**config.mk**
```make
export PLATFORM = sky130hd
export DESIGN_NAME = arb_requester
export DESIGN_NICKNAME = d
export VERILOG_FILES = /design/src/rtl/arb_requester.sv
export SDC_FILE = /design/constraint.sdc
export NUM_CORES = 1
export LEC_CHECK = 0
export CORE_MARGIN = 5
export CORE_UTILIZATION = 45
export CTS_BUF_LIST = sky130_fd_sc_hd__clkbuf_4
export DETAILED_ROUTE_END_ITERATION = 8
export GPL_ROUTABILITY_DRIVEN = 0
export PLACE_DENSITY = 0.76
export SYNTH_ARGS = -nofsm -noshare
export SYNTH_HDL_FRONTEND = slang
export SYNTH_SLANG_ARGS = --single-unit
```
**constraint.sdc**
```tcl
create_clock -name clk -period 5.07 [get_ports clk]
set_clock_uncertainty 0.05 [all_clocks]
set_input_delay 1.521 -clock clk [delete_from_list [all_inputs] [get_ports clk]]
set_output_delay 1.521 -clock clk [all_outputs]
set_load 0.1 [all_outputs]
```
**src/rtl/arb_requester.sv**
```systemverilog
// arb_requester: single-transfer bus requester FSM; define REQ_TIMEOUT_EN to add a grant-wait timeout
module arb_requester #(
    parameter int MAX_LEN = 16,
    parameter int TIMEOUT = 64
) (
    input  logic       clk,
    input  logic       reset,
    input  logic       cmd_valid,
    input  logic [4:0] cmd_len,
    output logic       cmd_ready,
    output logic       req,
    input  logic       gnt,
    output logic       beat_en,
    output logic       busy,
    output logic       done,
    output logic       err_timeout
);
    typedef enum logic [1:0] {IDLE, REQUEST, XFER, RELEASE} state_t;
    state_t state, state_n;
    logic [4:0] len, len_n, cnt, cnt_n, len_sat;
    logic req_n, beat_n, done_n;
    assign len_sat = (cmd_len > 5'(MAX_LEN)) ? 5'(MAX_LEN) : cmd_len;
`ifdef REQ_TIMEOUT_EN
    localparam int WW = $clog2(TIMEOUT + 1);
    logic [WW-1:0] wait_cnt, wait_n;
    logic aborted, aborted_n, tmo_n;
`endif
    always_comb begin
        state_n = state;
        len_n   = len;
        cnt_n   = cnt;
        req_n   = req;
        beat_n  = 1'b0;
        done_n  = 1'b0;
`ifdef REQ_TIMEOUT_EN
        wait_n    = wait_cnt;
        aborted_n = aborted;
        tmo_n     = 1'b0;
`endif
        case (state)
            IDLE: if (cmd_valid) begin
                len_n = len_sat;
                if (len_sat == 5'd0) begin
                    done_n = 1'b1;
                end else begin
                    state_n = REQUEST;
                    req_n   = 1'b1;
                    cnt_n   = 5'd0;
`ifdef REQ_TIMEOUT_EN
                    wait_n    = '0;
                    aborted_n = 1'b0;
`endif
                end
            end
            REQUEST: if (gnt) begin
                state_n = XFER;
                beat_n  = 1'b1;
                cnt_n   = cnt + 5'd1;
            end
`ifdef REQ_TIMEOUT_EN
            else if (wait_cnt == WW'(TIMEOUT - 1)) begin
                state_n   = RELEASE;
                req_n     = 1'b0;
                tmo_n     = 1'b1;
                aborted_n = 1'b1;
            end else begin
                wait_n = wait_cnt + 1'b1;
            end
`endif
            // the last beat cycle keeps req high; req falls as RELEASE is entered
            XFER: if (cnt == len) begin
                state_n = RELEASE;
                req_n   = 1'b0;
            end else if (gnt) begin
                beat_n = 1'b1;
                cnt_n  = cnt + 5'd1;
            end
            RELEASE: if (!gnt) begin
                state_n = IDLE;
`ifdef REQ_TIMEOUT_EN
                done_n = !aborted;
`else
                done_n = 1'b1;
`endif
            end
            default: state_n = IDLE;
        endcase
    end
    always_ff @(posedge clk) begin
        if (!reset) begin
            state     <= IDLE;
            len       <= 5'd0;
            cnt       <= 5'd0;
            req       <= 1'b0;
            beat_en   <= 1'b0;
            done      <= 1'b0;
            busy      <= 1'b0;
            cmd_ready <= 1'b1;
        end else begin
            state     <= state_n;
            len       <= len_n;
            cnt       <= cnt_n;
            req       <= req_n;
            beat_en   <= beat_n;
            done      <= done_n;
            busy      <= state_n != IDLE;
            cmd_ready <= state_n == IDLE;
        end
    end
`ifdef REQ_TIMEOUT_EN
    always_ff @(posedge clk) begin
        if (!reset) begin
            wait_cnt    <= '0;
            aborted     <= 1'b0;
            err_timeout <= 1'b0;
        end else begin
            wait_cnt    <= wait_n;
            aborted     <= aborted_n;
            err_timeout <= tmo_n;
        end
    end
`else
    assign err_timeout = 1'b0;
`endif
endmodule

```
==> impl_metrics.json, run 1 <==
{
  "status": "complete, no violations",
  "fillers": 179,
  "routed-via-count": 886,
  "min_to": "len[4]",
  "drive_gt1_share_pct": 7.20,
  "fin_nets": 140,
  "drc": 0,
  "synth.top_cell.area_share_pct": 35.7,
  "whs_path_depth": 2,
  "fin_crit_sh_pct": 66.1,
  "ys_warn_count": 0,
  "cp_top_family": "buffers and inverters",
  "total_power_w": 0.000315,
  "synth_area_per_cell_um2": 8.59,
  "postRouteAntennaNets": 0,
  "clk_path_buf_depth": 2,
  "fp.dieH_um": 56.0,
  "synth_edf_count": 0,
  "syn2layout_area_growth_pct": 18.6,
  "ys.flop_type": "dfxtp_1",
  "finalHoldViolCount": 0,
  "critPathArrivalTime_ns": 1.78,
  "start_util_pct": 48.1,
  "firstDrtPassIters": 4,
  "synthCells": 111,
  "crit_path_start_kind": "flop",
  "tightestPinTransition_ns": 0.964,
  "wl_per_cell_um": 13.2,
  "cts.hold.buffers_added": 0,
  "io_pins": 15,
  "dp_hpwl_um": 1500,
  "max_cap_viol_count": 0,
  "r2r_cells": 6,
  "ys_seq_area_share_pct": 35.7,
  "grt_pass1_vias": 749,
  "yosysUniqueCellTypes": 32,
  "critPathBufInv": 1,
  "multi_input_area_um2": 578,
  "cts_buffers": 3,
  "hold_path_class": "reg2reg",
  "cts_tree": "done",
  "startpoint": "req",
  "timing.fmax_ghz": 0.298,
  "syn_nets": 125,
  "diodes": 0,
  "end_kind": "output port",
  "routed_wl_um": 2000,
  "required_ns": 3.50,
  "fin_setup_tns_ns": 0,
  "leakagePower_nw": 0.417,
  "drt_iter0_markers": 29,
  "track_usage_pct": 13.5,
  "min_from": "len[4]",
  "reg2reg_slack_ns": 3.09,
  "p_per_area_mw_per_mm2": 279,
  "grt_first_pass_wirelength_um": 3460,
  "post_cts_resized": 0,
  "maxSlewViolCount": 0,
  "grt-ovfl-total": 0,
  "post-synth-top-count-cell": "dfxtp_1",
  "antenna_found_initial": 0,
  "clkLatencyLatePin_ns": 0.29,
  "path_class": "reg2out",
  "cts.sinks": 17,
  "io_buffer_count": 13,
  "clk_pin_slew_ns": 0.10,
  "peakVddDrop_uv": 141,
  "rows": 16,
  "slowest_delay_ns": 1.13,
  "yosysTopAreaCell": "dfxtp_1",
  "fin_crit_ns": 3.35,
  "reg2reg_from": "state[0]",
  "dieArea_mm2": 0.00314,
  "cpMaxStageDelayCell": "clkdlybuf4s50_1",
  "ys_ff_latch": 17,
  "rsz0062_at_grt": "false",
  "core_mm2": 0.00198,
  "regArea_um2": 340,
  "cts_root_buf": "clkbuf_4",
  "postCtsSetupRepairBufs": 0,
  "synthArstFlopShare_pct": 0,
  "r2r-end": "cnt[1]",
  "syn_area_um2": 953,
  "setup_violations": 0,
  "synthTopCellsByArea": "dfxtp_1 36%, ha_1 6.6%, a21oi_1 5.8%, nor2_1 4.7%, xnor2_1 4.6%",
  "htree_num_levels": 1,
  "crit_chain": "clkdlybuf4s50_1",
  "yosys-top-cells-count": "17 x dfxtp_1, 12 x nor2_1, 11 x a21oi_1",
  "path_max_fanout": 2,
  "die_x_um": 56.0,
  "grt_max_degree": 17,
  "drt-vias-per-instance": 5.83,
  "slew-limit-headroom_pct": 35.5
}
## where the power goes
part           internal (W)  total (W)  switching, W
combinational     0.0000311  0.0000915     0.0000604
sequential         0.000140   0.000144    0.00000451
clock             0.0000360  0.0000793     0.0000433
## layer usage
layer / share of wire [%] / GRT usage (%)
met5: 0 / 0
met4: 1.8 / 6.10
met3: 6.8 / 2.32
met2: 44 / 19.9
met1: 47 / 18.9
## through the flow
stage	std cells	util (%)	hold slack, ns	area (µm²)	worst slack [ns]
3_5_place_dp	148	55.6	0.427	1100	1.88
3_3_place_gp	148	55.6	0.418	1100	1.94
6_report	152	57.1	0.435	1130	1.72
2_1_floorplan	111	-	0.400	953	2.52
4_1_cts	152	57.1	0.441	1130	1.71
5_1_grt	152	57.1	0.476	1130	1.68
## sequential cells by signal, indices dropped and copies added, names as in the netlist
register,flops
req,1
cnt,5
beat_en,1
busy,1
len,5
cmd_ready,1
done,1
state,2
## cell type report
type | count | area share (%)
Tap cell | 27 | 2.99
Multi-Input combinational cell | 86 | 51.1
Sequential cell | 17 | 30.1
Inverter | 5 | 1.66
Timing Repair Buffer | 13 | 11.5
Clock buffer | 4 | 2.65
## kinds of logic (layout without fill, tap and decap cells)
group | count (synthesis) | count (layout) | synth area share, %
other cells | 1 | 1 | 0.393
mux | 3 | 3 | 3.15
flops | 17 | 17 | 35.7
xor+xnor | 5 | 5 | 4.59
compound gates | 30 | 30 | 22.0
simple gates | 42 | 42 | 23.9
buf+inv | 8 | 22 | 3.67
fa+ha+maj | 5 | 5 | 6.56
## worst max-delay path by stage
stage               endpoint  slack, ns  cells past startpoint
finish                   req       1.72                      1
global route             req       1.68                      1
CTS                      req       1.71                      1
detailed placement    cnt[1]       1.88                      5
global placement      cnt[0]       1.94                      5
floorplan             cnt[0]       2.52                      4
## cells in the final DEF (no fill, tap or decap), drive strengths merged, types with 3 or more instances in the layout
cell type	n
a21oi	11
a32o	4
clkbuf	4
clkdlybuf4s50	13
dfxtp	17
ha	5
inv	5
mux2i	3
nand2	7
nand3	6
nor2	12
nor2b	3
nor3	4
nor3b	4
xnor2	5
(Power assumes the default switching activity.)
==> inputs of run 2 (changes only) <==
Clock period 5.07 ns to 3.4 ns, I/O delays scaled along.
==> run 2 against run 1 <==
Sequential power increased by 49%. Core utilization decreased by 0.63 points. First-iteration DRC count decreased by 38%. Via count decreased by 4.9%. Largest power group unchanged. Critical path type is now in2reg. Hold slack improved by 0.0050 ns. Critical endpoint is now cnt[0].
==> impl_metrics.json, run 2 (synthesized netlist as in run 1, its figures left out) <==
{
  "die_x_um": 56.0,
  "required_ns": 3.55,
  "core_mm2": 0.00198,
  "fin_crit_ns": 2.39,
  "crit_path_start_kind": "input port",
  "power_frac_comb_pct": 28.7,
  "grt_max_degree": 17,
  "p_per_area_mw_per_mm2": 418,
  "leakagePower_nw": 0.424,
  "drt-vias-per-instance": 5.55,
  "timing.fmax_ghz": 0.419,
  "clk_path_buf_depth": 2,
  "path_class": "in2reg",
  "regArea_um2": 340,
  "start_util_pct": 48.1,
  "grt_pass1_vias": 779,
  "fp.dieH_um": 56.0,
  "dp_hpwl_um": 1580,
  "internal_power_w": 0.000307,
  "drc": 0,
  "worst_slack_ns": 1.01,
  "critPathArrivalTime_ns": 2.54,
  "syn2layout_area_growth_pct": 17.3,
  "end_kind": "flop",
  "htree_num_levels": 1,
  "fin_setup_tns_ns": 0,
  "cts.hold.buffers_added": 0,
  "clkLatencyLatePin_ns": 0.30,
  "status": "complete, no violations",
  "layout_commonest_cell": "dfxtp_1",
  "grt_first_pass_wirelength_um": 3400,
  "routed-via-count": 843,
  "finalHoldViolCount": 0,
  "drt_iter0_markers": 18,
  "track_usage_pct": 13.5,
  "fin_crit_sh_pct": 70.2,
  "antenna_found_initial": 0,
  "cts_tree": "done",
  "crit_chain": "clkdlybuf4s50_1, nor3_1, a31o_1, a21oi_1, a32o_2",
  "preCtsSetupSlack_ns": 0.731,
  "layout_common_cells": "17 x dfxtp_1, 12 x nor2_1, 11 x a21oi_1",
  "io_buffer_count": 13,
  "fillers": 194,
  "wl_per_cell_um": 13.4,
  "p_sw_w": 0.000160,
  "setup_violations": 0,
  "grt-ovfl-total": 0,
  "finalInstanceArea_mm2": 0.00112,
  "clk_pin_slew_ns": 0.09,
  "critPathBufInv": 1,
  "maxSlewViolCount": 0,
  "fin_util_pct": 56.4,
  "hold_path_class": "reg2reg",
  "fin_nets": 140,
  "reg_top3": "cnt: 5 flops, len: 5 flops, state: 2 flops",
  "routed_wl_um": 2040,
  "slowest_delay_ns": 0.49,
  "firstDrtPassIters": 4,
  "power_frac_seq_pct": 46.1,
  "cts_root_buf": "clkbuf_4",
  "diodes": 0,
  "p_clk_share_pct": 25.2,
  "max_cap_viol_count": 0,
  "multi_input_area_um2": 578,
  "finalHoldWorstSlack_ns": 0.440,
  "cp_top_family": "compound AO/OA/AOI/OAI gates",
  "postRouteAntennaNets": 0,
  "post_cts_resized": 0,
  "p_sw_share_pct": 34.3,
  "peakVddDrop_uv": 336,
  "dieArea_mm2": 0.00314,
  "cts_buffers": 3,
  "postCtsSetupRepairBufs": 0,
  "cpMaxStageDelayCell": "clkdlybuf4s50_1",
  "path_max_fanout": 6,
  "io_pins": 15,
  "drive_gt1_share_pct": 11.2,
  "rows": 16,
  "rsz0062_at_grt": "false",
  "placed_area_mm2": 0.00109,
  "cts.sinks": 17
}
## run 2: metal layers
metal	GRT usage, %	vias to the layer above	wire [µm]
li1	-	433	-
met1	17.6	374	929
met2	20.7	32	945
met3	2.55	4	133
met4	7.46	0	30
met5	0	-	0
## run 2: power groups by stage
stage	clock [W]	combinational (W)	sequential, W
4_1_cts	0.000119	0.000133	0.000216
6_report	0.000118	0.000134	0.000215
2_1_floorplan	0	0.0000712	0.000250
3_5_place_dp	0	0.000132	0.000220
3_3_place_gp	0	0.000132	0.000220
5_1_grt	0.000128	0.000144	0.000217
## run 2: cell type report
class | instances | share of cell area (%)
clock buffer | 4 | 2.68
inverter | 5 | 1.68
tap | 27 | 3.02
timing repair buffer | 13 | 10.5
sequential | 17 | 30.4
multi-input combinational | 86 | 51.7
## run 2: worst paths after layout
kind              endpoint        from  cells past startpoint  slack [ns]
hold reg to reg     len[4]      len[4]                      2        0.44
setup / recovery    cnt[0]  cmd_len[4]                      5        1.01
setup reg to reg    cnt[0]    state[0]                      6        1.45
hold / removal      len[4]      len[4]                      2        0.44
## run 2: tightest hold or removal path, delay by kind of cell (launching register included)
family	cells	cell delay, ns
flip-flops	1	0.34
AND/OR/NAND/NOR	1	0.06
AO/OA/AOI/OAI	1	0.05
## run 2: per-stage QoR
step                      power, W  cells
after floorplan           0.000321    111
after global routing      0.000489    152
after global placement    0.000352    148
after CTS                 0.000467    152
after detailed placement  0.000353    148
final                     0.000468    152
==> inputs of run 3 (changes only) <==
Clock period 3.4 ns to 2.3 ns, I/O delays scaled along.
==> run 3 against run 2 <==
Hold slack better by 0.0090 ns. Global-route usage is 0.67 points higher. First-iteration DRC count grew 39%. Sequential share of layout area decreased by 0.92 points. Non-clock buffer count is 5 higher. Core utilization is 1.8 points higher. Register-to-register slack worse by 1.1 ns. Via count rose by 3.0%. Flip-flop and latch count stayed put. Design area up 3.1%. Critical path depth rose by 1. Highest routed layer unchanged. Die area unchanged.
==> impl_metrics.json, run 3 (synthesized netlist as in run 1, its figures left out) <==
{
  "status": "complete, no violations",
  "io_pins": 15,
  "timing.fmax_ghz": 0.508,
  "io_buffer_count": 13,
  "hold_path_class": "reg2reg",
  "dp_hpwl_um": 1630,
  "cts.hold.buffers_added": 0,
  "cts_buffers": 3,
  "cts.sinks": 17,
  "cts_root_buf": "clkbuf_4",
  "grt_pass1_vias": 839,
  "path_max_fanout": 12,
  "drive_gt1_share_pct": 14.6,
  "rsz0062_at_grt": "false",
  "firstDrtPassIters": 4,
  "clk_pin_slew_ns": 0.10,
  "fin_util_pct": 58.2,
  "fillers": 184,
  "fin_cells": 157,
  "multi_input_area_um2": 578,
  "fp.dieH_um": 56.0,
  "setup_violations": 0,
  "path_class": "reg2reg",
  "dieArea_mm2": 0.00314,
  "grt-ovfl-total": 0,
  "crit_path_start_kind": "flop",
  "finalInstanceArea_mm2": 0.00115,
  "cts_tree": "done",
  "clkLatencyLatePin_ns": 0.29,
  "regArea_um2": 340,
  "reg_top3": "cnt: 5 flops, len: 5 flops, state: 2 flops",
  "fin_nets": 145,
  "routed-via-count": 868,
  "drt_iter0_markers": 25,
  "p_per_area_mw_per_mm2": 594,
  "placed_area_mm2": 0.00113,
  "end_kind": "flop",
  "max_cap_viol_count": 0,
  "leakagePower_nw": 0.448,
  "syn2layout_area_growth_pct": 21.0,
  "track_usage_pct": 14.2,
  "required_ns": 2.44,
  "wl_per_cell_um": 12.9,
  "critPathArrivalTime_ns": 2.11,
  "die_x_um": 56.0,
  "fin_setup_tns_ns": 0,
  "core_mm2": 0.00198,
  "drt-vias-per-instance": 5.53,
  "drc": 0,
  "start_util_pct": 48.1,
  "layout_commonest_cell": "dfxtp_1",
  "maxSlewViolCount": 0,
  "post_cts_resized": 0,
  "htree_num_levels": 1,
  "routed_wl_um": 2030,
  "finalHoldViolCount": 0,
  "peakVddDrop_uv": 386,
  "finalHoldWorstSlack_ns": 0.449,
  "clk_path_buf_depth": 2,
  "postCtsSetupRepairBufs": 0,
  "fin_crit_sh_pct": 85.5,
  "postRouteAntennaNets": 0,
  "grt_max_degree": 13,
  "antenna_found_initial": 0,
  "grt_first_pass_wirelength_um": 3620,
  "layout_common_cells": "17 x dfxtp_1, 12 x nor2_1, 11 x a21oi_1",
  "fin_crit_ns": 1.97,
  "dp.cells": 153,
  "diodes": 0,
  "rows": 16
}
-- run 3: cell count changes in the layout (fill, tap and decap cells not counted) --
| cell | before | now |
|---|---|---|
| clkbuf_4 | 4 | 3 |
| buf_4 | 5 | 10 |
| clkinv_2 | 0 | 1 |
-- run 3: final cells by class --
class	count	share of cell area (%)
Timing Repair Buffer	18	13.4
Clock inverter	1	0.434
Inverter	5	1.63
Multi-Input combinational cell	86	50.1
Tap cell	27	2.93
Clock buffer	3	1.95
Sequential cell	17	29.5
-- run 3: final timing paths --
path / startpoint / to / slack [ns] / depth (start not counted)
worst max-delay path: state[0] / cnt[1] / 0.33 / 6
worst min-delay path: len[4] / len[4] / 0.45 / 2
worst max register to register: state[0] / cnt[1] / 0.33 / 6
worst min register to register: len[4] / len[4] / 0.45 / 2
-- run 3: power by group --
part / total, W / switching, W / internal (W) / leakage (nW)
Sequential: 0.000318 / 0.0000101 / 0.000308 / 0.139
Combinational: 0.000206 / 0.000134 / 0.0000727 / 0.292
Clock: 0.000161 / 0.0000961 / 0.0000647 / 0.0177
Total: 0.000686 / 0.000240 / 0.000446 / 0.448
-- run 3: metrics by stage --
stage	worst slack (ns)	total power, W
6_report	0.333	0.000686
5_1_grt	0.229	0.000721
4_1_cts	0.348	0.000690
3_5_place_dp	0.0573	0.000530
3_3_place_gp	0.0995	0.000527
2_1_floorplan	0.576	0.000474
-- run 3: worst max-delay path, stage by stage, from the launching register on --
cell,delay [ns]
dfxtp_1,0.41
inv_1,0.10
ha_1,0.34
nor2b_1,0.21
a31o_1,0.23
a211o_1,0.26
a32o_2,0.27
-- run 3: metal layers --
layer | part of all wire (%) | up-vias | global-route usage [%]
met4 | 1.7 | 0 | 6.78
met2 | 45 | 35 | 22.5
met3 | 7.0 | 4 | 3.02
li1 | - | 444 | -
met5 | 0 | - | 0
met1 | 46 | 385 | 18.1
